[config.mk]
export PLATFORM = sky130hd
export DESIGN_NAME = bsg_fsb_node_wide_adapter
export DESIGN_NICKNAME = d
export VERILOG_FILES = /design/src/rtl/bsg_fsb_node_wide_adapter.sv
export SDC_FILE = /design/constraint.sdc
export NUM_CORES = 1
export LEC_CHECK = 0
export BUFFER_PORTS_ARGS = -buffer_cell sky130_fd_sc_hd__clkbuf_2
export CAP_MARGIN = 40
export CORE_UTILIZATION = 43
export DETAILED_ROUTE_END_ITERATION = 8
export PLACE_DENSITY = 0.76
export SLEW_MARGIN = 5
export SYNTH_ARGS = -nofsm -noshare
export SYNTH_HDL_FRONTEND = slang
export SYNTH_SLANG_ARGS = --single-unit
[constraint.sdc]
create_clock -name clk_i -period 1.5 [get_ports clk_i]
set_input_delay 0.075 -clock clk_i [delete_from_list [all_inputs] [get_ports clk_i]]
set_output_delay 0.075 -clock clk_i [all_outputs]
set_load 0.02 [all_outputs]
[src/rtl/bsg_fsb_node_wide_adapter.sv]
// bsg_fsb_node_wide_adapter: client-side FSB node adapter.
// Reassembles els_p inbound flits per message and splits outbound messages.
module bsg_fsb_node_wide_adapter #(
   parameter int width_p    = 13,
   parameter int id_width_p = 4,
   parameter int dest_id_p  = 0,
   parameter int els_p      = 4,
   localparam int payload_w = width_p - id_width_p - 1,
   localparam int msg_w     = els_p * payload_w
) (
   input  logic               clk_i,
   input  logic               reset_i,

   input  logic               fsb_v_i,
   input  logic [width_p-1:0] fsb_data_i,
   output logic               fsb_ready_o,

   output logic               fsb_v_o,
   output logic [width_p-1:0] fsb_data_o,
   input  logic               fsb_yumi_i,

   output logic               msg_v_o,
   output logic [msg_w-1:0]   msg_data_o,
   input  logic               msg_yumi_i,

   input  logic               msg_v_i,
   input  logic [msg_w-1:0]   msg_data_i,
   output logic               msg_ready_o
);

   localparam int cnt_w = (els_p > 1) ? $clog2(els_p) : 1;
   localparam logic [cnt_w-1:0] last_cnt = cnt_w'(els_p - 1);
   localparam logic [id_width_p-1:0] dest_id = id_width_p'(dest_id_p);

   logic [cnt_w-1:0]                      in_cnt_r;
   logic                                  in_full_r;
   logic [els_p-1:0][payload_w-1:0]       in_buf_r;
   logic                                  in_accept;

   logic [cnt_w-1:0]                      out_cnt_r;
   logic                                  out_busy_r;
   logic [els_p-1:0][payload_w-1:0]       out_buf_r;
   logic                                  out_load;

   // Header and cmd bit are already filtered upstream by the gateway.
   logic [width_p-payload_w-1:0]          unused_hdr;
   assign unused_hdr = fsb_data_i[width_p-1:payload_w];

   assign fsb_ready_o = ~reset_i & ~in_full_r;
   assign in_accept   = fsb_v_i & fsb_ready_o;
   assign msg_v_o     = in_full_r;
   assign msg_data_o  = in_buf_r;

   assign msg_ready_o = ~reset_i & ~out_busy_r;
   assign out_load    = msg_v_i & msg_ready_o;
   assign fsb_v_o     = out_busy_r;
   assign fsb_data_o  = {dest_id, 1'b0, out_buf_r[out_cnt_r]};

   // Inbound slice counter and message-full flag.
   always_ff @(posedge clk_i) begin
      if (reset_i) begin
         in_cnt_r  <= '0;
         in_full_r <= 1'b0;
      end else if (in_accept) begin
         if (in_cnt_r == last_cnt) begin
            in_full_r <= 1'b1;
            in_cnt_r  <= '0;
         end else begin
            in_cnt_r  <= in_cnt_r + 1'b1;
         end
      end else if (msg_yumi_i) begin
         in_full_r <= 1'b0;
      end
   end

   // Inbound payload capture; flit 0 lands in the low slice.
   always_ff @(posedge clk_i) begin
      if (in_accept) begin
         in_buf_r[in_cnt_r] <= fsb_data_i[payload_w-1:0];
      end
   end

   // Outbound slice counter and busy flag.
   always_ff @(posedge clk_i) begin
      if (reset_i) begin
         out_cnt_r  <= '0;
         out_busy_r <= 1'b0;
      end else if (out_load) begin
         out_cnt_r  <= '0;
         out_busy_r <= 1'b1;
      end else if (fsb_yumi_i) begin
         if (out_cnt_r == last_cnt) begin
            out_busy_r <= 1'b0;
         end else begin
            out_cnt_r  <= out_cnt_r + 1'b1;
         end
      end
   end

   // Outbound message latch.
   always_ff @(posedge clk_i) begin
      if (out_load) begin
         out_buf_r <= msg_data_i;
      end
   end

   // Handshake and parameter sanity checks.
   always_ff @(posedge clk_i) begin
      if (!reset_i) begin
         assert (!(fsb_yumi_i && !fsb_v_o))
            else $error("fsb_yumi_i without fsb_v_o");
         assert (!(msg_yumi_i && !msg_v_o))
            else $error("msg_yumi_i without msg_v_o");
         assert (payload_w >= 1)
            else $error("payload_w < 1");
      end
   end

endmodule

==> reports/results.ini, run 1 <==
[global_route]
grt_use_met2_pct=29.82
grtUsageTotal_pct=16.62
grt_overflow_total=0
grt_max_degree=33
antenna_found_initial=0
grt_pass1_vias=1555
gr-max-usage-layer=met2
grt_use_met1_pct=18.02
grt_pass1_wl_mm=7.341
gr-usage-met3_pct=5.116

[yosys]
yosys-top-cells-count=edfxtp_1, mux4_2, nor2_1
synth_top_area_share_pct=76.61
ys_seq_area_share_pct=81.40
ys.flop_type=edfxtp_1
yosys.area.top_type=edfxtp_1
avgSynthCellArea_um2=21.08
yosysWarnings=0
syn_inst=119
synth_area_leaders=edfxtp_1, mux4_2, dfxtp_1, ha_1, buf_4
ys_types=18
synth_area_um2=2509
ys_seq_elements=70
yosysMostFrequentCell=edfxtp_1
synth-edff-count=64
async_flop_share_pct=0

[worst_setup_path]
critPathArrivalTime_ns=1.50
cp-startpoint=out_cnt_r[0]$_SDFFE_PP0P_
worstSetupStartpointType=flop
required_ns=1.42
crit-reg2reg-launch=out_cnt_r[0]$_SDFFE_PP0P_
end_kind=output pin
path_max_fanout=9
path_class=reg -> out

[clock_tree]
clock_latency_ns=0.33
cts.sinks=70
cts_buffers=9
path_clk_slew_ns=0.07
tritoncts=done
htree_levels=3
cts-root-buf=clkbuf_8
cts.path.max_buffers=2

[power]
intPower_uw=3186
clockPowerShare_pct=34.1
seq_power_share_pct=55.1
swShare_pct=21.30
power_leakage_uw=0.001502
power_uw=4049
vdd_drop_max_mv=0.7062
power.switching_uw=862.2
powerDensity_nw_per_um2=1085
pwr-share-comb_pct=10.8

[finish]
syn_to_final_growth_pct=48.78
post_layout_nonfiller_instances=340
drive_gt1_share_pct=45.90
final_util_pct=66.96
diodes=0
fin_nets=319

[timing]
finalSetupViolations=8
fin_ws_ns=-0.07861
clock.fmax_mhz=633.5
fin_worst_skew_ns=0.004446
timing.final.crit_share_pct=105.2
rsz0062_at_grt=yes
slew_viol_final=0
hold_viol=0
min_period_ns=1.579

[placed_design]
place_hpwl_mm=2.928
gp_congestion=0.6749
port_buffers=89
pre_cts_ws_ns=0.1507
dpl.cell_count=282

[die]
coreArea_um2=5574
initial_core_util_pct=45.01
ios=100
die_area_um2=6143
fp.dieW_um=78.38
std_cell_rows=27
dieHeight_um=78.38

[status]
outcome=finished with violations
violations=setup timing

[hold_path]
hp-class=in -> reg
hp-start=msg_v_i

[route]
routedWlPerCell_um=13.99
drc_errors=0
ant_nets=0
initialDrtViolationCount=52
routed_wirelength_mm=4.757
vias=1518
dr.pass1.iters=4
vias_per_cell=4.465

[job]
cap_violations=0

==> sequential cells by signal (all words and copies together), names as in the netlist <==
| signal | flops |
|---|---|
| fsb_v_o | 1 |
| in_cnt_r | 2 |
| msg_data_o | 32 |
| msg_v_o | 1 |
| out_buf_r | 32 |
| out_cnt_r | 2 |
==> path summary, 6_finish.rpt <==
check / endpoint / slack (ns) / depth (start not counted)
worst max-delay path: fsb_data_o[3] / -0.08 / 3
worst min-delay path: fsb_v_o$_SDFFE_PP0P_ / 0.02 / 3
worst max register to register: out_cnt_r[1]$_SDFFE_PP0P_ / 0.13 / 6
worst min register to register: in_cnt_r[1]$_SDFFE_PP0P_ / 0.56 / 2
==> power by group through the flow <==
| stage | logic (uW) | registers, uW | clock network, uW |
|---|---|---|---|
| 3_5_place_dp | 333 | 2270 | 0 |
| 6_report | 437 | 2230 | 1380 |
| 3_3_place_gp | 325 | 2270 | 0 |
| 5_1_grt | 471 | 2240 | 1500 |
| 2_1_floorplan | 167 | 2290 | 0 |
| 4_1_cts | 423 | 2230 | 1400 |
==> cell families after synthesis <==
group,synth area share (%)
AOI/OAI and AO/OA,0.5485
xor gates and xnor gates,0.3492
adders and majority gates,2.494
buffers and inverters,2.644
DFF,81.40
muxes,8.379
other,0.1495
and+or+nand+nor,4.040
==> per-stage QoR <==
stage,setup TNS (ns),hold WS [ns],cell area [um2]
after detailed placement,0,0.2536,3100
after global placement,0,0.2516,3100
final,-0.4368,0.02395,3732
after CTS,-0.6152,0.01102,3710
after floorplan,0,0.1739,2529
after global routing,-0.8077,0.01887,3732
==> cell type report <==
| cell class | instances | area [um2] |
|---|---|---|
| Clock buffer | 10 | 127.6 |
| Multi-Input combinational cell | 43 | 422.9 |
| Tap cell | 72 | 90.09 |
| Timing Repair Buffer | 137 | 987.2 |
| Sequential cell | 70 | 2044 |
| Inverter | 2 | 7.507 |
| Clock inverter | 6 | 52.55 |
| Fill cell | 367 | 1842 |
==> per-layer routing <==
metal | vias to the layer above | share of wire, %
met2 | 86 | 50
met1 | 688 | 40
met3 | 9 | 8.1
met4 | 0 | 1.8
met5 | - | 0
li1 | 735 | -
==> cell usage in the layout, fill, tap and decap left out, drive strengths merged <==
cell type and count:
nor2 7, ha 5, inv 2, edfxtp 64, buf 13, clkinv 5, dlygate4sd3 41, a311oi 1
conb 5, nor3 2, clkbuf 93, dfxtp 6, mux2i 3, xnor2 1, a21oi 1, bufinv 1
mux4 8, and2 5, nor2b 5
==> critical path: stages (launching register included) <==
cell and delay [ns]:
dfxtp_2 0.34, buf_12 0.13, mux4_2 0.52, clkbuf_2 0.17
==> repair_timing <==
item / CTS / global route
buffers inserted: 1 / 0
setup endpoints to repair: 8 / 9
hold buffers: 41 / 0
hold endpoints to repair: 65 / 0
gates resized for setup: 4 / 13
Power figures use the tool's default switching activity.
==> run 2, diff against run 1 <==
--- a/config.mk
+++ b/config.mk
@@ -7,9 +7,9 @@
 export LEC_CHECK = 0
 export BUFFER_PORTS_ARGS = -buffer_cell sky130_fd_sc_hd__clkbuf_2
 export CAP_MARGIN = 40
-export CORE_UTILIZATION = 43
+export CORE_UTILIZATION = 50
 export DETAILED_ROUTE_END_ITERATION = 8
-export PLACE_DENSITY = 0.76
+export PLACE_DENSITY = 0.83
 export SLEW_MARGIN = 5
 export SYNTH_ARGS = -nofsm -noshare
 export SYNTH_HDL_FRONTEND = slang
==> constraint.sdc (replaced) <==
create_clock -name clk_i -period 1.85 [get_ports clk_i]
set_input_delay 0.0925 -clock clk_i [delete_from_list [all_inputs] [get_ports clk_i]]
set_output_delay 0.0925 -clock clk_i [all_outputs]
set_load 0.02 [all_outputs]
==> run 2 against run 1 <==
Design area down 2.0%. Sequential power shrank 19%. First-iteration DRC count shrank 13%. Register-to-register slack better by 0.19 ns. The run now ends clean. Hold slack better by 0.012 ns. Total power fell by 12%. Largest power group unchanged. Utilization is 9.5 points higher. Clock-buffer cell count unchanged.
==> reports/results.ini, run 2 (synthesized netlist as in run 1, its figures left out) <==
[finish]
syn_to_final_growth_pct=45.84
fill_cells=283  ; -23%
drive_gt1_share_pct=44.11  ; -1.8 points
mostFrequentLayoutCells=clkbuf_2, edfxtp_1, dlygate4sd3_1
final_common_cell=clkbuf_2
final_util_pct=76.44  ; +9.5 points
multiInputGateArea_um2=416.7  ; -1.5%
fin_nets=314  ; -1.6%
diodes=0  ; unchanged
regArea_um2=2042  ; -0.12%

[timing]
fin_setup_tns_ns=0  ; +0.4368 ns
fin_worst_skew_ns=0.007068  ; +0.002622 ns
clock.fmax_mhz=597.1
hold_viol=0  ; unchanged
fin_ws_ns=0.1751  ; +0.2537 ns
timing.final.crit_share_pct=90.53
finalSetupViolations=0  ; -8
slew_viol_final=0  ; unchanged
rsz0062_at_grt=no
min_period_ns=1.675

[job]
cap_violations=0  ; unchanged

[clock_tree]
cts-root-buf=clkbuf_8
clock_latency_ns=0.35  ; +0.02 ns
htree_levels=3  ; unchanged
cts.path.max_buffers=2  ; unchanged
tritoncts=done
cts.sinks=70  ; unchanged
cts_buffers=9  ; unchanged
cts_resized=0  ; -4
path_clk_slew_ns=0.07  ; about the same

[route]
routed_wirelength_mm=4.851  ; +2.0%
drc_errors=0  ; unchanged
initialDrtViolationCount=45  ; -13%
vias=1523  ; +0.33%
routedWlPerCell_um=14.70  ; +5.1%
dr.pass1.iters=6  ; +2
vias_per_cell=4.615  ; +3.4%
ant_nets=0  ; unchanged

[worst_setup_path]
r2r-end=msg_data_o[10]$_DFFE_PP_
worstSetupStartpointType=flop
required_ns=1.76  ; +0.34 ns
worst-r2r-setup-slack_ns=0.32  ; +0.19 ns
critPathArrivalTime_ns=1.58  ; +0.08 ns
path_max_fanout=10  ; +1
worstRegToRegCells=3  ; -3
path_class=reg -> out
crit-reg2reg-launch=msg_v_o$_SDFFE_PP0P_
end_kind=output pin

[die]
coreArea_um2=4786  ; -14%
initial_core_util_pct=52.42  ; +7.4 points
ios=100  ; unchanged
dieHeight_um=72.83  ; -7.1%
fp.dieW_um=72.83  ; -7.1%
die_area_um2=5304  ; -14%
std_cell_rows=25  ; -7.4%

[hold_path]
hold_end=fsb_v_o$_SDFFE_PP0P_
hp-start=reset_i
hp-class=in -> reg
hold_depth=2  ; -1

[global_route]
grt_max_degree=33  ; unchanged
grt_pass1_vias=1547  ; -0.51%
grtUsageTotal_pct=20.11  ; +3.5 points
antenna_found_initial=0  ; unchanged
grt_overflow_total=0  ; unchanged
grt_pass1_wl_mm=7.258  ; -1.1%

[placed_design]
gp_congestion=0.6690  ; -0.87%
port_buffers=89  ; unchanged
pre_cts_ws_ns=0.2828  ; +0.1321 ns
place_hpwl_mm=2.693  ; -8.0%

[power]
vdd_drop_max_mv=0.6816  ; -3.5%
power_leakage_uw=0.001470  ; -2.2%
powerDensity_nw_per_um2=977.4  ; -9.9%

[status]
outcome=completed

run 2: cell type report:
cell class,count,share of cell area [%]
Clock buffer,10,3.488
Tap cell,67,2.291
Inverter,2,0.2052
Multi-Input combinational cell,43,11.39
Sequential cell,70,55.81
Timing Repair Buffer,132,23.80
Clock inverter,6,3.010
run 2: power by group:
group          internal (uW)  switching (uW)  total, uW
Clock                    893             555       1450
Combinational            160             162        322
Sequential              1790            21.0       1810
run 2: through the flow:
stage	cells	area, um2	hold slack [ns]	total power [uW]
floorplan	123	2525	0.1914	1992
global route	330	3659	0.03137	3702
CTS	330	3659	0.01722	3592
detailed placement	273	3010	0.2711	2088
global placement	273	3010	0.2691	2081
finish	330	3659	0.03642	3576
run 2: routing by layer:
| layer | vias up | part of all wire (%) | global-route usage, % | wire length (um) |
|---|---|---|---|---|
| li1 | 723 | - | - | - |
| met1 | 705 | 41 | 22.01 | 1995 |
| met2 | 89 | 48 | 32.61 | 2342 |
| met3 | 6 | 9.4 | 10.64 | 455 |
| met4 | 0 | 1.2 | 8.932 | 58 |
| met5 | - | 0 | 0 | 0 |
run 2: worst max path at each step:
stage                                          from                  endpoint
after floorplan                fsb_v_o$_SDFFE_PP0P_    out_buf_r[0]$_DFFE_PP_
after global placement         msg_v_o$_SDFFE_PP0P_  msg_data_o[13]$_DFFE_PP_
after detailed placement       msg_v_o$_SDFFE_PP0P_  msg_data_o[21]$_DFFE_PP_
after CTS                 out_cnt_r[0]$_SDFFE_PP0P_             fsb_data_o[5]
after global routing      out_cnt_r[0]$_SDFFE_PP0P_             fsb_data_o[2]
final                     out_cnt_r[0]$_SDFFE_PP0P_             fsb_data_o[2]
run 2: critical path, stage by stage, from the launching register on:
cell	delay, ns
dfxtp_1	0.31
buf_4	0.22
mux4_2	0.54
clkbuf_2	0.17
run 2: what timing repair did:
action                    CTS  global route
hold buffers               41             0
buffers inserted            0             0
hold endpoints to repair   65             0
==> run 3, diff against run 2 <==
--- a/config.mk
+++ b/config.mk
@@ -7,6 +7,7 @@
 export LEC_CHECK = 0
 export BUFFER_PORTS_ARGS = -buffer_cell sky130_fd_sc_hd__clkbuf_2
 export CAP_MARGIN = 40
+export CORE_ASPECT_RATIO = 1.4
 export CORE_UTILIZATION = 50
 export DETAILED_ROUTE_END_ITERATION = 8
 export PLACE_DENSITY = 0.83
@@ -14,3 +15,4 @@
 export SYNTH_ARGS = -nofsm -noshare
 export SYNTH_HDL_FRONTEND = slang
 export SYNTH_SLANG_ARGS = --single-unit
+export TNS_END_PERCENT = 50
==> run 3 against run 2 <==
The flow now finishes with violations (DRC). Largest power group unchanged. Clock skew shrank 0.0011 ns. Non-clock buffer count is the same. Cell count shrank 0.91%. Sequential power is essentially flat.
==> reports/results.ini, run 3 (synthesized netlist as in run 1, its figures left out) <==
[placed_design]
gp_congestion=0.7068  ; +5.7%
port_buffers=89  ; unchanged
post_dp_cell_area_um2=3019  ; +0.29%
place_hpwl_mm=2.783  ; +3.3%
pre_cts_ws_ns=0.2817  ; -0.001095 ns
dpl.cell_count=270  ; -1.1%

[clock_tree]
post_cts_buffers=0  ; unchanged
hold_buffers=41  ; unchanged
cts-root-buf=clkbuf_8
cts.sinks=70  ; unchanged
path_clk_slew_ns=0.07  ; about the same
tritoncts=done
clock_latency_ns=0.33  ; -0.02 ns
cts.path.max_buffers=2  ; unchanged
cts_buffers=9  ; unchanged
cts_resized=0  ; unchanged
htree_levels=3  ; unchanged

[worst_setup_path]
max_stage_delay_ns=0.54  ; about the same
worstSetupStartpointType=flop
required_ns=1.76  ; about the same
cp_slowest_cell=mux4_2
worstRegToRegCells=3  ; unchanged
critPathArrivalTime_ns=1.59  ; about the same
crit_chain=buf_4 > mux4_2 > clkbuf_2
path_class=reg -> out
end_kind=output pin
path_max_fanout=10  ; unchanged
worst-r2r-setup-slack_ns=0.29  ; -0.03 ns

[timing]
fin_setup_tns_ns=0  ; unchanged
rsz0062_at_grt=no
fin_ws_ns=0.1704  ; -0.004736 ns
hold_viol=0  ; unchanged
finalSetupViolations=0  ; unchanged
min_period_ns=1.680  ; +0.004736 ns
slew_viol_final=0  ; unchanged
fin_worst_skew_ns=0.005925  ; -0.001143 ns
timing.final.crit_share_pct=90.79  ; +0.26 points
clock.fmax_mhz=595.4  ; -0.28%

[global_route]
grt_overflow_total=0  ; unchanged
grt_pass1_vias=1636  ; +5.8%
grt_max_degree=21  ; -36%
antenna_found_initial=0  ; unchanged
grtUsageTotal_pct=20.52  ; +0.41 points
grt_pass1_wl_mm=7.293  ; +0.48%

[route]
vias=1564  ; +2.7%
routed_wirelength_mm=4.870  ; +0.39%
initialDrtViolationCount=41  ; -8.9%
dr.pass1.iters=6  ; unchanged
routedWlPerCell_um=14.89  ; +1.3%
drc_errors=1  ; +1
vias_per_cell=4.783  ; +3.6%
ant_nets=0  ; unchanged

[power]
powerDensity_nw_per_um2=935.4  ; -4.3%
power_leakage_uw=0.001463  ; -0.44%
vdd_drop_max_mv=0.6684  ; -1.9%

[finish]
mostFrequentLayoutCells=clkbuf_2, edfxtp_1, dlygate4sd3_1
final_common_cell=clkbuf_2
post-route-cell-area_um2=3642  ; -0.44%
drive_gt1_share_pct=44.11  ; unchanged
post_layout_nonfiller_instances=327  ; -0.91%
syn_to_final_growth_pct=45.19
fin_nets=314  ; unchanged
diodes=0  ; unchanged

[die]
std_cell_rows=30  ; +20%
coreArea_um2=4842  ; +1.2%
die_area_um2=5309  ; about the same
fp.dieW_um=61.87  ; -15%
ios=100  ; unchanged
initial_core_util_pct=51.81  ; -0.61 points
dieHeight_um=85.81  ; +18%

[hold_path]
hold_depth=3  ; +1
hp-class=in -> reg

[job]
cap_violations=0  ; unchanged

[status]
outcome=finished with violations
violations=DRC

run 3: metal layers:
layer	vias up	global-route usage [%]	routed length, um
met5	-	0	0
met4	0	11.52	144
met3	17	8.748	352
met2	101	35.00	2614
met1	719	19.81	1760
li1	727	-	-
run 3: stage by stage:
stage / hold slack (ns) / total power [uW] / util [%]
6_report: 0.04764 / 3407 / 75.22
5_1_grt: 0.05158 / 3516 / 75.22
4_1_cts: 0.02071 / 3417 / 75.22
3_5_place_dp: 0.2711 / 2090 / 62.35
3_3_place_gp: 0.2694 / 2084 / 62.35
2_1_floorplan: 0.1914 / 1992 / -
run 3: final timing paths:
kind / to / startpoint
setup / recovery: fsb_data_o[3] / out_cnt_r[0]$_SDFFE_PP0P_
hold / removal: fsb_v_o$_SDFFE_PP0P_ / msg_v_i
setup reg to reg: msg_data_o[24]$_DFFE_PP_ / msg_v_o$_SDFFE_PP0P_
hold reg to reg: in_cnt_r[1]$_SDFFE_PP0P_ / in_cnt_r[1]$_SDFFE_PP0P_
run 3: layout make-up:
cell class	instances	area, um2
Clock buffer	9	123.9
Inverter	2	7.507
Timing Repair Buffer	132	883.3
Multi-Input combinational cell	43	416.7
Fill cell	266	1200
Tap cell	64	80.08
Clock inverter	7	88.84
Sequential cell	70	2042
run 3: where the power goes:
group / leakage [uW] / internal (uW) / switching [uW]
Combinational: 0.000724 / 162 / 163
Sequential: 0.000636 / 1790 / 21.9
Clock: 0.000103 / 748 / 525
Total: 0.00146 / 2700 / 710
run 3: critical path: cells and delay by family, from the launching register on:
family	cells	cell delay (ns)
mux	1	0.54
buf+inv	2	0.40
flops	1	0.31
